$ cat src/rtl/dma_cmd_queue.sv
// ---------------------------------------------------------------------------
// dma_cmd_queue
//
// Descriptor queue and issuer placed in front of the ROM-to-RAM DMA engine.
// Copy descriptors (src, dst, len) are buffered in a small FIFO and launched
// one at a time on the DMA's start/src/dest/amount inputs. The block waits for
// the DMA's done, then returns one completion record per descriptor, in order.
//
// Optional feature (compile-time macro):
//   DMA_CMDQ_TIMEOUT_EN - adds a WAIT-state watchdog. After TIMEOUT_CYCLES
//                         WAIT cycles without dma_done the descriptor is
//                         retired with status 2'b10. Without the macro no
//                         counter is built and WAIT only exits on dma_done.
//
// Ports:
//   clk          single clock, rising edge
//   reset        asynchronous, active-low reset
//   cmd_valid    descriptor offered
//   cmd_ready    queue can accept (count < QUEUE_DEPTH; no bypass when full)
//   cmd_src      source (ROM) address
//   cmd_dst      destination (RAM) address
//   cmd_len      element count
//   dma_start    one-cycle launch pulse to the DMA
//   dma_src      descriptor source address held for the DMA
//   dma_dst      descriptor destination address held for the DMA
//   dma_len      descriptor element count held for the DMA
//   dma_done     DMA completion (level or pulse), sampled only in WAIT
//   cpl_valid    completion record available
//   cpl_ready    consumer accepts the completion record
//   cpl_status   00 ok, 01 zero-length skipped, 10 timeout
//   cpl_seq      completion sequence number, wraps 255 -> 0
//   queue_count  descriptors held in the FIFO
//   busy         FSM not idle or FIFO not empty
//   state_dbg    current FSM state (0 IDLE, 1 ISSUE, 2 WAIT, 3 REPORT)
//
// Handshakes: both cmd_* and cpl_* use strict valid/ready. A transfer happens
// on a rising edge where valid and ready are both high. The producer must hold
// valid and its payload stable until that edge; ready never depends on valid,
// so there is no combinational path from valid back to ready.
// ---------------------------------------------------------------------------
module dma_cmd_queue #(
    parameter int ADDR_WIDTH     = 8,
    parameter int QUEUE_DEPTH    = 4,
    parameter int TIMEOUT_CYCLES = 1024
) (
    input  logic                           clk,
    input  logic                           reset,
    input  logic                           cmd_valid,
    output logic                           cmd_ready,
    input  logic [ADDR_WIDTH-1:0]          cmd_src,
    input  logic [ADDR_WIDTH-1:0]          cmd_dst,
    input  logic [ADDR_WIDTH-1:0]          cmd_len,
    output logic                           dma_start,
    output logic [ADDR_WIDTH-1:0]          dma_src,
    output logic [ADDR_WIDTH-1:0]          dma_dst,
    output logic [ADDR_WIDTH-1:0]          dma_len,
    input  logic                           dma_done,
    output logic                           cpl_valid,
    input  logic                           cpl_ready,
    output logic [1:0]                     cpl_status,
    output logic [7:0]                     cpl_seq,
    output logic [$clog2(QUEUE_DEPTH):0]   queue_count,
    output logic                           busy,
    output logic [1:0]                     state_dbg
);

    localparam int PTR_W = $clog2(QUEUE_DEPTH);
    localparam int CNT_W = PTR_W + 1;
    localparam logic [CNT_W-1:0] DEPTH_C = CNT_W'(QUEUE_DEPTH);

    localparam logic [1:0] STATUS_OK   = 2'b00;
    localparam logic [1:0] STATUS_SKIP = 2'b01;
`ifdef DMA_CMDQ_TIMEOUT_EN
    localparam logic [1:0] STATUS_TMO  = 2'b10;
`endif

    typedef enum logic [1:0] {
        S_IDLE   = 2'd0,
        S_ISSUE  = 2'd1,
        S_WAIT   = 2'd2,
        S_REPORT = 2'd3
    } state_t;

    state_t state_q, state_d;

    // -----------------------------------------------------------------------
    // Descriptor FIFO
    // -----------------------------------------------------------------------
    logic [ADDR_WIDTH-1:0] src_mem [QUEUE_DEPTH];
    logic [ADDR_WIDTH-1:0] dst_mem [QUEUE_DEPTH];
    logic [ADDR_WIDTH-1:0] len_mem [QUEUE_DEPTH];
    logic [PTR_W-1:0]      wr_ptr_q;
    logic [PTR_W-1:0]      rd_ptr_q;
    logic [CNT_W-1:0]      count_q;

    logic                  push;
    logic                  pop;
    logic [ADDR_WIDTH-1:0] head_src;
    logic [ADDR_WIDTH-1:0] head_dst;
    logic [ADDR_WIDTH-1:0] head_len;

    // Full queue refuses even while a pop is happening on the same edge.
    assign cmd_ready = (count_q < DEPTH_C);
    assign push      = cmd_valid && cmd_ready;

    assign head_src  = src_mem[rd_ptr_q];
    assign head_dst  = dst_mem[rd_ptr_q];
    assign head_len  = len_mem[rd_ptr_q];

    always_ff @(posedge clk or negedge reset) begin
        if (!reset) begin
            for (int i = 0; i < QUEUE_DEPTH; i++) begin
                src_mem[i] <= '0;
                dst_mem[i] <= '0;
                len_mem[i] <= '0;
            end
            wr_ptr_q <= '0;
        end else if (push) begin
            src_mem[wr_ptr_q] <= cmd_src;
            dst_mem[wr_ptr_q] <= cmd_dst;
            len_mem[wr_ptr_q] <= cmd_len;
            wr_ptr_q          <= wr_ptr_q + PTR_W'(1);
        end
    end

    always_ff @(posedge clk or negedge reset) begin
        if (!reset) begin
            rd_ptr_q <= '0;
        end else if (pop) begin
            rd_ptr_q <= rd_ptr_q + PTR_W'(1);
        end
    end

    always_ff @(posedge clk or negedge reset) begin
        if (!reset) begin
            count_q <= '0;
        end else begin
            case ({push, pop})
                2'b10:   count_q <= count_q + CNT_W'(1);
                2'b01:   count_q <= count_q - CNT_W'(1);
                default: count_q <= count_q;
            endcase
        end
    end

    // -----------------------------------------------------------------------
    // Optional WAIT watchdog
    // -----------------------------------------------------------------------
`ifdef DMA_CMDQ_TIMEOUT_EN
    localparam int TMO_W = $clog2(TIMEOUT_CYCLES + 1);
    localparam logic [TMO_W-1:0] TMO_LAST = TMO_W'(TIMEOUT_CYCLES - 1);

    logic [TMO_W-1:0] tmo_cnt_q;
    logic             tmo_hit;

    // The counter holds the number of completed WAIT cycles; the edge that
    // would bring it to TIMEOUT_CYCLES is the one that leaves WAIT.
    assign tmo_hit = (tmo_cnt_q == TMO_LAST);

    always_ff @(posedge clk or negedge reset) begin
        if (!reset) begin
            tmo_cnt_q <= '0;
        end else if (state_q == S_ISSUE) begin
            tmo_cnt_q <= '0;
        end else if (state_q == S_WAIT) begin
            tmo_cnt_q <= tmo_cnt_q + TMO_W'(1);
        end
    end
`endif

    // -----------------------------------------------------------------------
    // Issue FSM
    // -----------------------------------------------------------------------
    logic       set_status;
    logic [1:0] status_nxt;
    logic       cpl_hs;

    always_ff @(posedge clk or negedge reset) begin
        if (!reset) begin
            state_q <= S_IDLE;
        end else begin
            state_q <= state_d;
        end
    end

    always_comb begin
        state_d    = state_q;
        pop        = 1'b0;
        set_status = 1'b0;
        status_nxt = STATUS_OK;
        cpl_hs     = 1'b0;
        dma_start  = 1'b0;
        cpl_valid  = 1'b0;

        case (state_q)
            S_IDLE: begin
                if (count_q != '0) begin
                    pop = 1'b1;
                    // A zero-length copy is retired without touching the DMA.
                    if (head_len == '0) begin
                        state_d    = S_REPORT;
                        set_status = 1'b1;
                        status_nxt = STATUS_SKIP;
                    end else begin
                        state_d = S_ISSUE;
                    end
                end
            end
            S_ISSUE: begin
                dma_start = 1'b1;
                state_d   = S_WAIT;
            end
            S_WAIT: begin
                // done has priority over a watchdog expiry on the same edge.
                if (dma_done) begin
                    state_d    = S_REPORT;
                    set_status = 1'b1;
                    status_nxt = STATUS_OK;
                end
`ifdef DMA_CMDQ_TIMEOUT_EN
                else if (tmo_hit) begin
                    state_d    = S_REPORT;
                    set_status = 1'b1;
                    status_nxt = STATUS_TMO;
                end
`endif
            end
            S_REPORT: begin
                cpl_valid = 1'b1;
                if (cpl_ready) begin
                    cpl_hs  = 1'b1;
                    state_d = S_IDLE;
                end
            end
            default: begin
                state_d = S_IDLE;
            end
        endcase
    end

    // -----------------------------------------------------------------------
    // DMA descriptor registers: load only on pop, held through the command.
    // -----------------------------------------------------------------------
    always_ff @(posedge clk or negedge reset) begin
        if (!reset) begin
            dma_src <= '0;
            dma_dst <= '0;
            dma_len <= '0;
        end else if (pop) begin
            dma_src <= head_src;
            dma_dst <= head_dst;
            dma_len <= head_len;
        end
    end

    // -----------------------------------------------------------------------
    // Completion record
    // -----------------------------------------------------------------------
    always_ff @(posedge clk or negedge reset) begin
        if (!reset) begin
            cpl_status <= STATUS_OK;
        end else if (set_status) begin
            cpl_status <= status_nxt;
        end
    end

    always_ff @(posedge clk or negedge reset) begin
        if (!reset) begin
            cpl_seq <= 8'd0;
        end else if (cpl_hs) begin
            cpl_seq <= cpl_seq + 8'd1;
        end
    end

    assign queue_count = count_q;
    assign busy        = (state_q != S_IDLE) || (count_q != '0);
    assign state_dbg   = state_q;

endmodule
$ cat config.mk
export PLATFORM = sky130hd
export DESIGN_NAME = dma_cmd_queue
export DESIGN_NICKNAME = d
export VERILOG_FILES = /design/src/rtl/dma_cmd_queue.sv
export SDC_FILE = /design/constraint.sdc
export NUM_CORES = 1
export LEC_CHECK = 0
export CAP_MARGIN = 40
export CORE_ASPECT_RATIO = 1.1
export CORE_MARGIN = 10
export CORE_UTILIZATION = 45
export CTS_BUF_LIST = sky130_fd_sc_hd__clkbuf_16
export CTS_CLUSTER_SIZE = 28
export DETAILED_ROUTE_END_ITERATION = 6
export PLACE_DENSITY = 0.74
export SLEW_MARGIN = 20
export SYNTH_ARGS = -nofsm -noshare
export SYNTH_HDL_FRONTEND = slang
export SYNTH_SLANG_ARGS = --single-unit
$ cat constraint.sdc
create_clock -name clk -period 5.6 [get_ports clk]
set_clock_uncertainty 0.15 [all_clocks]
set_input_delay 0.84 -clock clk [delete_from_list [all_inputs] [get_ports clk]]
set_output_delay 0.84 -clock clk [all_outputs]
set_load 0.02 [all_outputs]
==> results.cfg, run 1 <==
[cts]
cts-root-buf = clkbuf_16
path_clk_slew_ps = 50
postCtsHoldBufs = 0
cts_resized = 0
cts_buffers = 17
cts.sinks = 138
post-cts-setup-buffer-count = 0
cts_max_level = 4
clock_latency_ps = 420
tritoncts = built
clk_path_buf_depth = 2

[critical_path]
crit_family = simple AND/OR/NAND/NOR gates
crit_path_start_kind = register
cp-startpoint = queue_count[0]$_DFFE_PN0P_
slowest_delay_ps = 560
required_ps = 4610
crit_type = register to output port
worst-path-buf-inv = 1
r2r_start = state_dbg[1]$_DFFE_PN0P_
critPathMaxFanout = 4
crit_chain = nor3_1, nand2_1, clkdlybuf4s50_1
arrival_ps = 1960
r2r_slack_ps = 2890
cp-end-kind = output port
timing.critical_path.slowest_stage_cell = clkdlybuf4s50_1

[drt]
viasPerCell = 5.39
drt_first_pass_iters = 4
drtAntennaViolNets = 0
wl_per_cell_um = 19.1
drt_wl_total_um = 11900
drt-initial-drc-count = 147
post-route-drc-count = 0
num_vias = 3361

[power_and_ir_drop]
leakagePower_nw = 3.23
irDropWorstVdd_mv = 0.310
powerDensity_nw_per_um2 = 645
total_power_w = 0.00482

[floorplanning]
coreArea_um2 = 13200
start_util_pct = 45.7
rows = 44
die_h_um = 141
die_w_um = 130
die_area_um2 = 18400
ios = 72

[cells_and_area]
final_cells = 623
drive_gt1_share_pct = 38.3
layout_commonest_cell = dfrtp_1
antennaDiodeCount = 0
layout.nets = 492
areaGrowthSynthToFinish_pct = 24.3
layout_common_cells = dfrtp_1, mux2_2, clkdlybuf4s50_1
fin_area_um2 = 7470

[sta]
drv_slew = 0
timing.fmax_mhz = 339
period_minus_slack_ps = 2950
setup-tns-final_ps = 0
relSlewSlack_pct = 50.3
setup_viol = 0
min_period_over_period_pct = 52.7
rsz0062_at_grt = false
hold_viol = 0
worstMarginPinSlew_ps = 745

[global_route]
grt_pass1_vias = 3752
gr-total-overflow = 0
grt.total_usage_pct = 14.2
grt_first_pass_wirelength_um = 20000
antenna_found_initial = 0
grt_start_max_net_pins = 82

[place]
port_buffers = 70
place_area_um2 = 6890
gp_congestion = 0.719
place_hpwl_um = 7820
placedCellCount = 593

[yosys]
yosys-top-cells-area = dfrtp_1, mux2_2, mux4_2
syn_inst = 375
yosysUniqueCellTypes = 29
synth_top_area_share_pct = 57.4
synthesis.area_um2 = 6020
yosysSeqAreaShare_pct = 57.4
synthesis.nets = 416
yosys.area.top_type = dfrtp_1
yosys_warnings = 0
syn_avg_cell_area_um2 = 16.0
ys_ff_latch = 138

[job]
maxCapViolations = 0

[outcome]
outcome = finished clean

[hold_path]
worstHoldPathType = input port to async pin
==> Yosys cell counts (all sizes together) <==
cell,count
o21ai,3
xor2,3
nor3,1
buf,17
or4,1
conb,1
nor2,5
clkbuf,2
nor2b,3
xnor2,10
mux2i,1
ha,11
a32o,1
fa,1
mux4,24
inv,12
a31oi,1
a21oi,1
dfrtp,138
nor4,2
nand4,2
nand3,1
mux2,121
nand2,12
a222oi,1
==> area by class of cell <==
| type | count | area, um^2 |
|---|---|---|
| clock buffer | 17 | 425 |
| clock inverter | 13 | 161 |
| fill | 1047 | 5680 |
| inverter | 12 | 45.0 |
| multi-input combinational | 206 | 2410 |
| sequential | 138 | 3450 |
| tap | 161 | 201 |
| timing repair buffer | 76 | 779 |
==> metal layers <==
layer	vias up	track usage [%]	part of all wire (%)
met3	18	4.92	6.0
met1	1750	16.7	42
met2	78	22.8	50
met5	-	0	0
li1	1515	-	-
met4	0	6.52	1.8
==> where the power goes <==
group	switching (W)	internal [W]	total, W
combinational	0.000787	0.00113	0.00191
clock	0.000395	0.000728	0.00112
sequential	0.000289	0.00150	0.00179
==> worst paths after layout <==
| check | cells past startpoint | end |
|---|---|---|
| hold / removal | 1 | cpl_seq[7]$_DFFE_PN0P_ |
| setup reg to reg | 10 | queue_count[2]$_DFFE_PN0P_ |
| max in group asynchronous | 2 | rd_ptr_q[0]$_DFFE_PN0P_ |
| setup / recovery | 3 | busy |
| min in group clk | 1 | cpl_seq[7]$_DFFE_PN0P_ |
| hold reg to reg | 1 | cpl_seq[7]$_DFFE_PN0P_ |
==> flip-flops by register name, summed over array words and instances, names as in the netlist <==
signal       count
dma_len          8
queue_count      3
rd_ptr_q         2
cpl_seq          8
cpl_status       1
dma_src          8
len_mem         32
wr_ptr_q         2
state_dbg        2
dma_dst          8
src_mem         32
dst_mem         32
==> through the flow <==
step / setup WS (ps) / utilization, % / hold slack, ps
finish: 2650 / 56.8 / 304
global route: 2500 / 56.8 / 350
CTS: 2590 / 56.8 / 331
detailed placement: 2490 / 52.3 / 324
global placement: 2170 / 51.9 / 314
floorplan: 3080 / - / 320
==> cells by family (layout without fill, tap and decap cells) <==
family | count (synthesis) | after routing | synth area share, %
adder cells (fa/ha/maj) | 12 | 12 | 2.62
AO/OA/AOI/OAI | 7 | 7 | 0.769
buffers and inverters | 31 | 118 | 2.79
XOR/XNOR | 13 | 13 | 1.89
other | 1 | 1 | 0.0623
AND/OR/NAND/NOR | 27 | 27 | 2.29
multiplexers | 146 | 146 | 32.2
flip-flops | 138 | 138 | 57.4
(Power assumes the default switching activity.)
==> inputs of run 2 (changes only) <==
--- a/config.mk
+++ b/config.mk
@@ -12,7 +12,7 @@
 export CTS_BUF_LIST = sky130_fd_sc_hd__clkbuf_16
 export CTS_CLUSTER_SIZE = 28
 export DETAILED_ROUTE_END_ITERATION = 6
-export PLACE_DENSITY = 0.74
+export PLACE_DENSITY = 0.76
 export SLEW_MARGIN = 20
 export SYNTH_ARGS = -nofsm -noshare
 export SYNTH_HDL_FRONTEND = slang
==> constraint.sdc (replaced) <==
create_clock -name clk -period 2.53 [get_ports clk]
set_clock_uncertainty 0.15 [all_clocks]
set_input_delay 0.3795 -clock clk [delete_from_list [all_inputs] [get_ports clk]]
set_output_delay 0.3795 -clock clk [all_outputs]
set_load 0.02 [all_outputs]
==> run 2 against run 1 <==
Largest power group unchanged; setup slack got worse by 2500 ps; critical path depth increased by 1; utilization increased by 0.18 points; final cell count increased by 1.6%; largest cell class unchanged; via count decreased by 0.65%; global-route usage decreased by 0.32 points; sequential power increased by 120%; highest routed layer unchanged; sequential cell count unchanged; critical path type unchanged; register-to-register slack got worse by 2500 ps; non-clock buffer count increased by 9.
==> results.cfg, run 2 (same netlist as run 1, synthesis figures left out) <==
[power_and_ir_drop]
internal-power_w = 0.00730
pwr-share-clk_pct = 22.6
seqPwrFrac_pct = 37.5
total_power_w = 0.0105
p_switching_w = 0.00323
swShare_pct = 30.7
powerDensity_nw_per_um2 = 1400
irDropWorstVdd_mv = 0.679
leakagePower_nw = 3.26
p_comb_share_pct = 39.9

[cts]
clock_latency_ps = 410
cts-root-buf = clkbuf_16
tritoncts = built
cts_buffers = 17
postCtsHoldBufs = 1
cts.sinks = 138
path_clk_slew_ps = 50
cts_max_level = 4
cts_resized = 0
post-cts-setup-buffer-count = 0
clk_path_buf_depth = 2

[drt]
drt_wl_total_um = 11800
wl_per_cell_um = 18.7
num_vias = 3339
drtAntennaViolNets = 0
drt_first_pass_iters = 4
drt-initial-drc-count = 187
post-route-drc-count = 0
viasPerCell = 5.27

[hold_path]
worstHoldPathType = register to register

[critical_path]
worst-path-buf-inv = 2
slowest_delay_ps = 600
critPathMaxFanout = 5
cp-end-kind = output port
crit_family = buffers and inverters
crit_chain = inv_1, ha_1, nand2_1, clkdlybuf4s50_1
crit_path_start_kind = register
crit_type = register to output port
required_ps = 2000
arrival_ps = 1840
timing.critical_path.slowest_stage_cell = clkdlybuf4s50_1

[place]
dp_slack_ps = 319
placedCellCount = 601
place_area_um2 = 6920
gp_congestion = 0.795
port_buffers = 70
place_hpwl_um = 7950

[cells_and_area]
drive_gt1_share_pct = 38.8
antennaDiodeCount = 0
layout.nets = 501
layout_common_cells = dfrtp_1, mux2_2, clkdlybuf4s50_1
areaGrowthSynthToFinish_pct = 24.6
top_regs = dst_mem x32, len_mem x32, src_mem x32
fin_area_um2 = 7500
layout_commonest_cell = dfrtp_1
final_cells = 633

[outcome]
outcome = finished clean

[floorplanning]
die_h_um = 141
die_area_um2 = 18400
start_util_pct = 45.7
die_w_um = 130
coreArea_um2 = 13200
ios = 72
rows = 44

[sta]
hold_viol = 0
period_minus_slack_ps = 2370
setup-tns-final_ps = 0
setup_viol = 0
layout_setup_ws_ps = 160
min_period_over_period_pct = 93.7
rsz0062_at_grt = false
drv_slew = 0
timing.fmax_mhz = 422

[global_route]
grt_first_pass_wirelength_um = 19800
grt_pass1_vias = 3833
grt.total_usage_pct = 13.9
antenna_found_initial = 0
gr-total-overflow = 0
grt_start_max_net_pins = 51

[job]
maxCapViolations = 0
[run 2: changes by cell type in the layout (fill, tap and decap cells not counted), sizes merged]
| cell | before | now |
|---|---|---|
| buf | 7 | 15 |
| inv | 14 | 15 |
| bufinv | 4 | 3 |
| dlygate4sd3 | 0 | 1 |
| clkinv | 6 | 7 |
[run 2: power by group through the flow]
stage	Sequential (W)	Clock [W]	Combinational, W
after floorplan	0.00409	0	0.00278
final	0.00395	0.00238	0.00421
after detailed placement	0.00399	0	0.00429
after global placement	0.00390	0	0.00415
after global routing	0.00410	0.00254	0.00458
after CTS	0.00396	0.00243	0.00431
[run 2: stage by stage]
| stage | utilization, % | hold WS (ps) |
|---|---|---|
| floorplan | - | -66.1 |
| global placement | 52.6 | 198 |
| detailed placement | 52.6 | 210 |
| CTS | 57.0 | 326 |
| global route | 57.0 | 351 |
| finish | 57.0 | 322 |
[run 2: per-layer routing]
metal | vias up | track usage [%] | part of all wire, % | wire length [um]
li1 | 1523 | - | - | -
met1 | 1741 | 16.2 | 43 | 5110
met2 | 62 | 22.9 | 50 | 5950
met3 | 13 | 4.51 | 4.9 | 585
met4 | 0 | 5.75 | 1.6 | 189
met5 | - | 0 | 0 | 0
[run 2: cell type report]
cell class,instances,area [um^2]
Clock buffer,17,425
Clock inverter,14,140
Fill cell,1051,5660
Inverter,12,45.0
Multi-Input combinational cell,206,2400
Sequential cell,138,3450
Tap cell,161,201
Timing Repair Buffer,85,830
[run 2: final timing paths]
check	cells after the start	slack, ps	startpoint	endpoint
worst max-delay path	4	160	state_dbg[1]$_DFFE_PN0P_	busy
worst min-delay path	1	320	cpl_seq[7]$_DFFE_PN0P_	cpl_seq[7]$_DFFE_PN0P_
worst max register to register	9	380	state_dbg[1]$_DFFE_PN0P_	queue_count[2]$_DFFE_PN0P_
worst min register to register	1	320	cpl_seq[7]$_DFFE_PN0P_	cpl_seq[7]$_DFFE_PN0P_
max in group asynchronous	3	1140	reset	dma_dst[5]$_DFFE_PN0P_
min in group asynchronous	2	340	reset	cpl_status[0]$_DFFE_PN0P_
[run 2: worst reg2reg max path: cells and delay by family (launching register included)]
family	cells	cell delay, ps
fa+ha+maj	3	750
flops	1	430
simple gates	2	280
xor+xnor	2	280
buf+inv	2	190
==> inputs of run 3 (changes only) <==
--- a/config.mk
+++ b/config.mk
@@ -12,7 +12,7 @@
 export CTS_BUF_LIST = sky130_fd_sc_hd__clkbuf_16
 export CTS_CLUSTER_SIZE = 28
 export DETAILED_ROUTE_END_ITERATION = 6
-export PLACE_DENSITY = 0.76
+export PLACE_DENSITY = 0.74
 export SLEW_MARGIN = 20
 export SYNTH_ARGS = -nofsm -noshare
 export SYNTH_HDL_FRONTEND = slang
==> constraint.sdc (replaced) <==
create_clock -name clk -period 2.71 [get_ports clk]
set_clock_uncertainty 0.15 [all_clocks]
set_input_delay 0.4065 -clock clk [delete_from_list [all_inputs] [get_ports clk]]
set_output_delay 0.4065 -clock clk [all_outputs]
set_load 0.02 [all_outputs]
==> run 3 against run 2 <==
Utilization is 0.16 points higher; count of clock-buffer cells in the layout stayed put; final cell count is 0.32% lower; largest power group unchanged; die area stayed put; combinational power is 7.6% lower; design area is 0.28% higher; largest cell class unchanged.
==> results.cfg, run 3 (same netlist as run 1, synthesis figures left out) <==
[power_and_ir_drop]
leakagePower_nw = 3.25
powerDensity_nw_per_um2 = 1310
irDropWorstVdd_mv = 0.835

[critical_path]
crit_type = register to output port
cp-end-kind = output port
arrival_ps = 1940
crit_path_start_kind = register
critPathMaxFanout = 4
required_ps = 2150

[floorplanning]
rows = 44
coreArea_um2 = 13200
die_area_um2 = 18400
start_util_pct = 45.7
die_h_um = 141
ios = 72
die_w_um = 130

[drt]
post-route-drc-count = 0
wl_per_cell_um = 18.5
drt_first_pass_iters = 4
drt-initial-drc-count = 152
drtAntennaViolNets = 0
viasPerCell = 5.28
drt_wl_total_um = 11700
num_vias = 3329

[global_route]
gr-total-overflow = 0
grt_pass1_vias = 3654
grt_start_max_net_pins = 65
grt_first_pass_wirelength_um = 19500
antenna_found_initial = 1
grt.total_usage_pct = 13.7

[cells_and_area]
layout_common_cells = dfrtp_1, mux2_2, clkdlybuf4s50_1
antennaDiodeCount = 0
top_regs = dst_mem x32, len_mem x32, src_mem x32
post-route-util_pct = 57.2
layout_commonest_cell = dfrtp_1
areaGrowthSynthToFinish_pct = 25.0
fill_cells = 1024
layout.nets = 498
drive_gt1_share_pct = 38.7

[cts]
cts_max_level = 4
clock_latency_ps = 420
postCtsHoldBufs = 1
cts.sinks = 138
clk_path_buf_depth = 2
post-cts-setup-buffer-count = 0
cts-root-buf = clkbuf_16
cts_resized = 0
path_clk_slew_ps = 50
tritoncts = built
cts_buffers = 17

[sta]
rsz0062_at_grt = false
drv_slew = 0
setup_viol = 0
relSlewSlack_pct = 59.7
period_minus_slack_ps = 2500
worstMarginPinSlew_ps = 605
hold_viol = 0
min_period_over_period_pct = 92.1
timing.fmax_mhz = 401
setup-tns-final_ps = 0

[place]
gp_congestion = 0.790
port_buffers = 70
place_hpwl_um = 7710

[job]
maxCapViolations = 0

[hold_path]
worstHoldPathType = register to register

[outcome]
outcome = finished clean
==> run 3: changes by cell type in the layout (fill, tap and decap cells not counted), sizes merged <==
cell	delta
clkinvlp	+2
inv	-2
buf	-3
clkinv	+1
==> run 3: metal layers <==
layer / routed length, um / GRT usage, % / part of all wire (%)
met4: 193 / 5.33 / 1.7
met2: 5670 / 21.0 / 49
met5: 7 / 0 / 0.060
met3: 642 / 5.37 / 5.5
met1: 5150 / 17.1 / 44
==> run 3: worst max-delay path, cell delays in order (launching register included) <==
cell and delay (ps):
dfrtp_1 410, nor3_1 460, nand2_1 100, clkdlybuf4s50_1 560
==> run 3: area by class of cell <==
cell class | count | area, um^2 | area share (%)
Timing Repair Buffer | 82 | 832 | 11.1
Multi-Input combinational cell | 206 | 2400 | 31.9
Tap cell | 161 | 201 | 2.68
Inverter | 12 | 45.0 | 0.599
Sequential cell | 138 | 3450 | 45.9
Clock buffer | 17 | 425 | 5.66
Clock inverter | 15 | 159 | 2.11
==> run 3: path summary, 6_finish.rpt <==
path / cells past startpoint / startpoint / slack (ps) / to
max in group asynchronous: 3 / reset / 1290 / src_mem[2]$_DFFE_PN0P_
hold / removal: 1 / cpl_seq[7]$_DFFE_PN0P_ / 340 / cpl_seq[7]$_DFFE_PN0P_
setup reg to reg: 4 / rd_ptr_q[0]$_DFFE_PN0P_ / 520 / state_dbg[1]$_DFFE_PN0P_
min in group asynchronous: 2 / reset / 390 / cpl_seq[7]$_DFFE_PN0P_
setup / recovery: 3 / queue_count[0]$_DFFE_PN0P_ / 210 / busy
hold reg to reg: 1 / cpl_seq[7]$_DFFE_PN0P_ / 340 / cpl_seq[7]$_DFFE_PN0P_
==> run 3: through the flow <==
| stage | hold WS (ps) | instance area, um^2 | setup WS (ps) | cells | power (W) |
|---|---|---|---|---|---|
| after global routing | 353 | 7520 | 77.5 | 631 | 0.0105 |
| after floorplan | -39.1 | 6020 | 192 | 375 | 0.00641 |
| after global placement | 275 | 6930 | 487 | 598 | 0.00752 |
| after CTS | 347 | 7520 | 159 | 631 | 0.0100 |
| after detailed placement | 293 | 6930 | 479 | 598 | 0.00771 |
| final | 341 | 7520 | 214 | 631 | 0.00987 |
==> run 3: report_power, final <==
part	switching, W	internal, W
logic	0.00159	0.00230
clock network	0.000852	0.00143
registers	0.000602	0.00310
